File: src/rtl/disp_scan_ctrl.sv
// Scan controller for an 8-digit multiplexed common-cathode 7-segment display.
// Optional LEAD_ZERO_BLANK_EN suppresses leading zero digits 7..1.
module disp_scan_ctrl #(
  parameter int CLK_DIV      = 1000,
  parameter int BLANK_CYCLES = 2
) (
  input  logic        CLK,
  input  logic        nRST,
  input  logic        En,
  input  logic        UpdReq,
  input  logic [31:0] UpdData,
  input  logic [7:0]  UpdDp,
  output logic        UpdAck,
  output logic [2:0]  ScanIdx,
  output logic [7:0]  ComOut,
  output logic [7:0]  SegOut,
  output logic        FrameTick
);

  localparam int PW = (CLK_DIV > 2) ? $clog2(CLK_DIV) : 1;
  localparam logic [PW-1:0] PRESC_LAST = PW'(CLK_DIV - 1);
  localparam logic [PW-1:0] BLANK_LAST = PW'(BLANK_CYCLES - 1);

  localparam logic [1:0] S_IDLE  = 2'd0;
  localparam logic [1:0] S_BLANK = 2'd1;
  localparam logic [1:0] S_DRIVE = 2'd2;

  logic [1:0]    state, nxt_state;
  logic [PW-1:0] presc, nxt_presc;
  logic [2:0]    nxt_idx;
  logic          frame_end;
  logic          nxt_tick;
  logic [31:0]   shadow_data;
  logic [7:0]    shadow_dp;
  logic [3:0]    nib;
  logic [6:0]    seg;

  function automatic logic [6:0] seg_decode(input logic [3:0] n);
    case (n)
      4'd0:    return 7'h3F;
      4'd1:    return 7'h06;
      4'd2:    return 7'h5B;
      4'd3:    return 7'h4F;
      4'd4:    return 7'h66;
      4'd5:    return 7'h6D;
      4'd6:    return 7'h7D;
      4'd7:    return 7'h07;
      4'd8:    return 7'h7F;
      4'd9:    return 7'h6F;
      default: return 7'h00;
    endcase
  endfunction

  // NOTE: every output of a combinational block gets a default first so no path leaves it unassigned (which would infer a latch).
  always_comb begin
    nxt_state = state;
    nxt_presc = presc;
    nxt_idx   = ScanIdx;
    frame_end = 1'b0;
    if (!En) begin
      nxt_state = S_IDLE;
      nxt_presc = '0;
      nxt_idx   = '0;
    end else begin
      case (state)
        S_IDLE: begin
          nxt_state = S_BLANK;
          nxt_presc = '0;
        end
        S_BLANK: begin
          nxt_presc = presc + 1'b1;
          if (presc == BLANK_LAST) nxt_state = S_DRIVE;
        end
        S_DRIVE: begin
          if (presc == PRESC_LAST) begin
            nxt_presc = '0;
            nxt_idx   = ScanIdx + 3'd1;
            nxt_state = S_BLANK;
            frame_end = (ScanIdx == 3'd7);
          end else begin
            nxt_presc = presc + 1'b1;
          end
        end
        default: begin
          nxt_state = S_IDLE;
          nxt_presc = '0;
          nxt_idx   = '0;
        end
      endcase
    end
  end

  // FrameTick is registered one clock early so it is high during the final clock of digit 7.
  assign nxt_tick = (nxt_state == S_DRIVE) && (nxt_idx == 3'd7) && (nxt_presc == PRESC_LAST);
  assign nib      = shadow_data[{nxt_idx, 2'b00} +: 4];

`ifdef LEAD_ZERO_BLANK_EN
  logic [7:0] lz_mask;
  logic       all_zero;

  // A digit is a leading zero when it and every higher digit hold 0; digit 0 always shows.
  always_comb begin
    lz_mask  = '0;
    all_zero = 1'b1;
    for (int i = 7; i >= 1; i--) begin
      all_zero   = all_zero && (shadow_data[i*4 +: 4] == 4'd0);
      lz_mask[i] = all_zero;
    end
  end

  assign seg = lz_mask[nxt_idx] ? 7'h00 : seg_decode(nib);
`else
  assign seg = seg_decode(nib);
`endif

  // NOTE: sequential state uses non-blocking assignments so every register samples pre-edge values.
  always_ff @(posedge CLK) begin
    if (!nRST) begin
      state       <= S_IDLE;
      presc       <= '0;
      ScanIdx     <= '0;
      shadow_data <= '0;
      shadow_dp   <= '0;
      ComOut      <= 8'hFF;
      SegOut      <= 8'h00;
      UpdAck      <= 1'b0;
      FrameTick   <= 1'b0;
    end else begin
      state     <= nxt_state;
      presc     <= nxt_presc;
      ScanIdx   <= nxt_idx;
      ComOut    <= (nxt_state == S_DRIVE) ? ~(8'b1 << nxt_idx) : 8'hFF;
      SegOut    <= (nxt_state == S_DRIVE) ? {shadow_dp[nxt_idx], seg} : 8'h00;
      FrameTick <= nxt_tick;
      UpdAck    <= frame_end && UpdReq;
      // Capture only at frame end so a frame never mixes old and new data.
      if (frame_end && UpdReq) begin
        shadow_data <= UpdData;
        shadow_dp   <= UpdDp;
      end
    end
  end

endmodule

File: config.mk
export PLATFORM = sky130hd
export DESIGN_NAME = disp_scan_ctrl
export DESIGN_NICKNAME = d
export VERILOG_FILES = /design/src/rtl/disp_scan_ctrl.sv
export SDC_FILE = /design/constraint.sdc
export NUM_CORES = 1
export LEC_CHECK = 0
export CAP_MARGIN = 40
export CORE_ASPECT_RATIO = 1.4
export CORE_MARGIN = 2
export CORE_UTILIZATION = 53
export DETAILED_ROUTE_END_ITERATION = 16
export GPL_TIMING_DRIVEN = 0
export PLACE_DENSITY = 0.91
export SLEW_MARGIN = 30
export SYNTH_ARGS = -nofsm -noshare
export SYNTH_HDL_FRONTEND = slang
export SYNTH_SLANG_ARGS = --single-unit
File: constraint.sdc
create_clock -name CLK -period 3.6 [get_ports CLK]
set_input_delay 0.36 -clock CLK [delete_from_list [all_inputs] [get_ports CLK]]
set_output_delay 0.36 -clock CLK [all_outputs]
set_load 0.05 [all_outputs]
==> results of run 1 <==
==> cells by family (layout without fill, tap and decap cells) <==
| kind of cell | count (synthesis) | in the layout |
|---|---|---|
| adder cells (fa/ha/maj) | 14 | 14 |
| AO/OA/AOI/OAI | 102 | 102 |
| XOR/XNOR | 8 | 8 |
| buffers and inverters | 42 | 125 |
| AND/OR/NAND/NOR | 188 | 188 |
| flip-flops | 73 | 73 |
| multiplexers | 6 | 6 |
==> synthesized netlist by cell type, types with 3 or more instances <==
cell type | instances | share of area, %
a21oi_1 | 44 | 6.1
a31oi_1 | 12 | 2.1
and2_1 | 7 | 1.2
and3_1 | 5 | 0.87
and4_1 | 3 | 0.73
buf_2 | 4 | 0.56
clkbuf_1 | 16 | 1.7
dfxtp_1 | 73 | 41
ha_1 | 14 | 4.9
inv_1 | 15 | 1.6
mux2i_1 | 5 | 1.4
nand2_1 | 101 | 11
nand3_1 | 18 | 2.5
nand4_1 | 6 | 1.0
nor2_1 | 25 | 2.6
nor3_1 | 3 | 0.42
nor4_1 | 3 | 0.52
o2111ai_1 | 3 | 0.73
o31ai_1 | 4 | 0.83
xor2_1 | 7 | 1.7
==> layout make-up <==
class | count | area share (%)
plain buffers | 23 | 2.38
clock buffers | 12 | 3.39
clock inverters | 4 | 0.574
inverters | 18 | 1.48
multi-input cells | 318 | 43.2
flip-flops and latches | 73 | 32.0
well taps | 74 | 2.02
repair buffers | 68 | 14.9
==> layer usage <==
layer / wire length, µm / vias to the layer above / GRT usage, %
met4: 452 / 0 / 16.6
met3: 424 / 33 / 4.88
met5: 0 / - / 0
met2: 4950 / 116 / 45.9
li1: - / 1677 / -
met1: 3540 / 1629 / 28.8
==> power breakdown <==
| group | leakage (nW) | internal, W | switching [W] |
|---|---|---|---|
| sequential | 0.589 | 0.000808 | 0.00000118 |
| clock | 0.0928 | 0.000288 | 0.000303 |
| combinational | 0.891 | 0.0000461 | 0.0000256 |
==> final timing paths <==
check	start	endpoint	slack [ns]	cells after the start
hold reg to reg	shadow_data[5]$_SDFFE_PN0P_	shadow_data[5]$_SDFFE_PN0P_	0.46	2
hold / removal	shadow_data[5]$_SDFFE_PN0P_	shadow_data[5]$_SDFFE_PN0P_	0.46	2
setup reg to reg	presc[0]$_SDFF_PN0_	SegOut[4]$_SDFF_PN0_	0.24	14
setup / recovery	presc[0]$_SDFF_PN0_	SegOut[4]$_SDFF_PN0_	0.24	14
==> state kept, by name, indices dropped and copies added (netlist names) <==
register and cells:
ComOut 8, state 2, shadow_dp 8, FrameTick 1
UpdAck 1, shadow_data 32, presc 10, SegOut 8
ScanIdx 3
==> placed cells by master, fill, tap and decap left out, types with 4 or more instances in the layout <==
cell	n
a21oi_1	44
a31oi_1	12
and2_1	7
and3_1	5
buf_4	5
clkbuf_1	16
clkbuf_8	11
clkdlybuf4s50_1	64
dfxtp_1	71
ha_1	13
inv_1	15
mux2i_1	5
nand2_1	101
nand3_1	18
nand4_1	6
nor2_1	25
o31ai_1	4
xor2_1	7
==> worst max-delay path: cells and delay by family, from the launching register on <==
family | cells | cell delay (ns)
compound gates | 5 | 1.03
buf+inv | 4 | 0.67
fa+ha+maj | 2 | 0.37
mux | 1 | 0.22
simple gates | 2 | 0.56
flops | 1 | 0.42
==> timing repair <==
| item | 4_1_cts | 5_1_grt |
|---|---|---|
| setup endpoints to repair | 1 | 5 |
| endpoints found under the hold margin | 0 | 0 |
| resized for setup | 1 | 4 |
| pin swaps | 0 | 2 |
| gates cloned | 0 | 0 |
| setup buffers | 0 | 4 |
==> through the flow <==
step | instance area [µm²] | instances | worst slack (ns) | utilization [%] | power (W)
2_1_floorplan | 3600 | 433 | 0.463 | - | 0.000845
5_1_grt | 4580 | 590 | 0.00403 | 69.7 | 0.00152
6_report | 4580 | 590 | 0.237 | 69.7 | 0.00147
3_5_place_dp | 4340 | 571 | 0.0828 | 66.0 | 0.000898
3_3_place_gp | 4340 | 571 | 0.124 | 66.0 | 0.000898
4_1_cts | 4520 | 587 | 0.0492 | 68.8 | 0.00148
==> metrics.yaml, run 1 <==
worst_setup_path:
  worstPathCellList: "ha_4, and4_1, buf_2, a41o_2, o211a_1, clkbuf_4, mux2i_1, a211oi_1, o21a_1, inv_1, ha_1, inv_1, or3_1, a31oi_1"
  end_kind: "flop"
  cp-start-kind: "flop"
  slowest_stage: "dfxtp_2"
  worst-endpoint-arrival_ns: 3.64
  critPathKind: "flop to flop"
  crit_fanout: 10
  critical-path-max-stage-delay_ns: 0.42
  cpMostUsedCell: "inv_1"
  required_ns: 3.88
synthesis:
  synth_adder_area_share_pct: 4.86
  yosys.area_share.simple_pct: 24.6
  syn_nets: 491
  synth-xor-area-share_pct: 1.94
  syn_area_per_cell_um2: 8.32
  synth-seq-area-share_pct: 40.5
  synth-main-ff-cell: "dfxtp_1"
  synth_cell_type_count: 68
  synth_top_family_by_area: "simple AND/OR/NAND/NOR gates"
  syn-instance-count: 433
  async_flop_share_pct: 0
  syn_area_mm2: 0.00360
  ys_warn_count: 0
  synth_edf_count: 0
  synth-compound-area-share_pct: 21.4
  synthMuxAreaShare_pct: 1.70
  synth-seq-cells: 73
route:
  antenna_left: 0
  first_iter_violations: 144
  vias: 3455
  via_per_inst: 5.86
  first_pass_iters: 5
  wl_mm: 9.37
  drc: 0
  routedWlPerCell_um: 15.9
placement:
  hpwl_mm: 6.94
  io_buffers: 64
  place.gp.congestion: 0.930
global_route:
  grt_use_total_pct: 26.4
  grt_pass1_wl_mm: 15.2
  grt_pass1_vias: 3389
  antenna_found_initial: 0
  grt_max_degree: 13
  grt_overflow: 0
timing:
  slew_violations: 0
  hold_ws_ns: 0.457
  clock_skew_ns: 0.0108
  setup_tns_ns: 0
  hold_violations: 0
  setup_violations: 0
  rsz0062_at_grt: "false"
  relSlewSlack_pct: 47.3
  timing.fmax_mhz: 297
  worst_pin_slew_ns: 0.789
  period_share_pct: 93.4
  period_minus_slack_ns: 3.36
cells_and_area:
  diodes: 0
  syn2layout_area_growth_pct: 26.9
  drive_gt1_share_pct: 9.50
  fillCellCount: 525
  multi_input_area_mm2: 0.00198
  nNetsFinal: 569
  register_area_mm2: 0.00146
power_and_ir_drop:
  ir_worst_vdd_v: 0.000271
  leakage_nw: 1.57
  power_per_cell_area_mw_per_mm2: 322
floorplan:
  dieArea_mm2: 0.00749
  io_pins: 65
  die_w_um: 73.7
  coreArea_mm2: 0.00657
  row_count: 35
  initial_core_util_pct: 54.9
  die_y_um: 102
job:
  maxCapViolCount: 0
clock_tree:
  clk_pin_slew_ns: 0.08
  cts_tree: "yes"
  cts.sinks: 73
  htree_levels: 3
  root_buffer: "clkbuf_8"
  clk_latency_ns: 0.35
  cts_max_path_buffers: 2
  cts_hold_buf: 0
  cts_buffers: 9
worst_hold_path:
  hp-class: "flop to flop"
outcome:
  status: "complete, no violations"
Note: power is estimated with default switching activity, not from simulation.
==> run 2, diff against run 1 <==
GPL_ROUTABILITY_DRIVEN = 0   (was unset)
==> run 2 against run 1 <==
Net effect:
- combinational power rose by 0.6%
- clock skew fell by 0.0024 ns
- clock-buffer cell count shrank 2
- first-iteration DRC count increased by 5.6%
- global-route usage is 0.27 points lower
- sequential cell count stayed put
- sequential power barely moved
- cell count decreased by 0.68%
- setup slack improved by 0.052 ns
- die area did not move
- cell area about the same
- critical endpoint unchanged
- largest cell class unchanged
==> metrics.yaml, run 2 (synthesis results as in run 1) <==
timing:
  period_share_pct: 92.0  # -1.4 points
  slew_violations: 0  # unchanged
  rsz0062_at_grt: "false"
  hold_ws_ns: 0.453  # -0.00428 ns
  worst_pin_slew_ns: 0.840  # +0.0506 ns
  timing.fmax_mhz: 302  # +1.6%
  setup_tns_ns: 0  # unchanged
  relSlewSlack_pct: 44.0  # -3.4 points
  setup_violations: 0  # unchanged
  period_minus_slack_ns: 3.31  # -0.0520 ns
  clock_skew_ns: 0.00836  # -0.00240 ns
  hold_violations: 0  # unchanged
global_route:
  grt_use_total_pct: 26.1  # -0.27 points
  grt_max_degree: 14  # +1
  grt_pass1_vias: 3409  # +0.59%
  grt_use_met2_pct: 43.8  # -2.1 points
  gr-usage-met1_pct: 28.6  # -0.20 points
  grt_overflow: 0  # unchanged
  grt_pass1_wl_mm: 15.1  # -0.82%
  busiest_layer: "met2"
  antenna_found_initial: 0  # unchanged
  grt.met3_usage_pct: 5.17  # +0.30 points
power_and_ir_drop:
  netSwitchingPower_w: 0.000347  # +5.4%
  leakage_nw: 1.57  # -0.20%
  clockPowerShare_pct: 45.4  # +5.2 points
  p_int_w: 0.00126  # +11%
  seqPwrFrac_pct: 50.2  # -4.8 points
  swShare_pct: 21.5  # -0.85 points
  power_per_cell_area_mw_per_mm2: 352  # +9.5%
  combPwrFrac_pct: 4.5  # -0.4 points
  ir_worst_vdd_v: 0.000308  # +13%
outcome:
  status: "complete, no violations"
cells_and_area:
  register_area_mm2: 0.00146  # unchanged
  largest_reg_flops: 32  # unchanged
  nNetsFinal: 565  # -0.70%
  largest-register: "shadow_data"
  drive_gt1_share_pct: 8.98  # -0.51 points
  top_regs: "shadow_data: 32 flops, presc: 10 flops"
  layout.cells.non_filler: 586  # -0.68%
  syn2layout_area_growth_pct: 27.0  # about the same
  fillCellCount: 506  # -3.6%
  post-route-cell-area_mm2: 0.00458  # about the same
  final_cell_mix: "nand2_1 (101), dfxtp_1 (71), clkdlybuf4s50_1 (64)"
  multi_input_area_mm2: 0.00198  # unchanged
  diodes: 0  # unchanged
  final_common_cell: "nand2_1"
route:
  routedWlPerCell_um: 15.7  # -0.98%
  first_pass_iters: 5  # unchanged
  first_iter_violations: 152  # +5.6%
  wl_mm: 9.21  # -1.7%
  vias: 3457  # +0.058%
  drc: 0  # unchanged
  antenna_left: 0  # unchanged
  via_per_inst: 5.90  # +0.74%
clock_tree:
  htree_levels: 3  # unchanged
  cts_hold_buf: 0  # unchanged
  cts_max_path_buffers: 2  # unchanged
  cts.sinks: 73  # unchanged
  cts_tree: "yes"
  cts_buffers: 9  # unchanged
  clk_pin_slew_ns: 0.08  # about the same
  ctsResizeCount: 0  # -1
  root_buffer: "clkbuf_8"
  cts_setup_buffers: 0  # unchanged
  clk_latency_ns: 0.36  # about the same
placement:
  dp_cells: 571  # unchanged
  io_buffers: 64  # unchanged
  placed_cell_area_mm2: 0.00434  # unchanged
  hpwl_mm: 6.82  # -1.6%
worst_setup_path:
  end_kind: "flop"
  crit_fanout: 11  # +1
  critPathKind: "flop to flop"
  required_ns: 3.88  # about the same
  cp-start-kind: "flop"
  worst-endpoint-arrival_ns: 3.60  # -0.04 ns
floorplan:
  row_count: 35  # unchanged
  coreArea_mm2: 0.00657  # unchanged
  die_w_um: 73.7  # unchanged
  io_pins: 65  # unchanged
  dieArea_mm2: 0.00749  # unchanged
  die_y_um: 102  # unchanged
  initial_core_util_pct: 54.9  # unchanged
worst_hold_path:
  hp-class: "flop to flop"
job:
  maxCapViolCount: 0  # unchanged
==> run 2: through the flow <==
| step | setup slack [ns] | total power, W | util, % |
|---|---|---|---|
| floorplan | 0.463 | 0.000845 | - |
| global placement | 0.153 | 0.000897 | 66.0 |
| detailed placement | 0.123 | 0.000899 | 66.0 |
| CTS | 0.0834 | 0.00162 | 69.5 |
| global route | 0.0274 | 0.00166 | 69.7 |
| finish | 0.289 | 0.00161 | 69.7 |
==> run 2: final timing paths <==
| path | depth (start not counted) | end | slack [ns] | from |
|---|---|---|---|---|
| hold / removal | 2 | shadow_data[20]$_SDFFE_PN0P_ | 0.45 | shadow_data[20]$_SDFFE_PN0P_ |
| hold reg to reg | 2 | shadow_data[20]$_SDFFE_PN0P_ | 0.45 | shadow_data[20]$_SDFFE_PN0P_ |
| setup / recovery | 13 | SegOut[4]$_SDFF_PN0_ | 0.29 | state[0]$_SDFF_PN0_ |
| setup reg to reg | 13 | SegOut[4]$_SDFF_PN0_ | 0.29 | state[0]$_SDFF_PN0_ |
==> run 2: final cells by class <==
type | instances | area share (%)
multi-input combinational | 318 | 43.2
sequential | 73 | 32.0
timing repair buffer | 64 | 14.0
clock buffer | 10 | 3.01
buffer | 23 | 2.38
tap | 74 | 2.02
clock inverter | 6 | 1.97
inverter | 18 | 1.48
==> run 2: power groups by stage <==
stage / clock (W) / combinational (W) / sequential [W]
4_1_cts: 0.000738 / 0.0000720 / 0.000808
5_1_grt: 0.000774 / 0.0000771 / 0.000809
3_5_place_dp: 0 / 0.0000711 / 0.000827
6_report: 0.000731 / 0.0000720 / 0.000809
2_1_floorplan: 0 / 0.0000174 / 0.000827
3_3_place_gp: 0 / 0.0000700 / 0.000827
==> run 2: metal layers <==
layer | part of all wire, % | routed length [µm] | vias to the layer above
met5 | 0 | 0 | -
met1 | 38 | 3500 | 1605
li1 | - | - | 1663
met4 | 6.3 | 576 | 0
met3 | 5.0 | 462 | 50
met2 | 51 | 4670 | 139
==> run 2: worst max-delay path, stage by stage (launching register included) <==
cell and delay, ns:
dfxtp_1 0.42, inv_1 0.09, ha_1 0.25, or2_1 0.39
and2_1 0.28, o31ai_4 0.43, mux2i_1 0.23, a22oi_1 0.08
o21a_1 0.18, inv_1 0.15, ha_1 0.16, inv_1 0.03
or3_1 0.35, a31oi_1 0.17
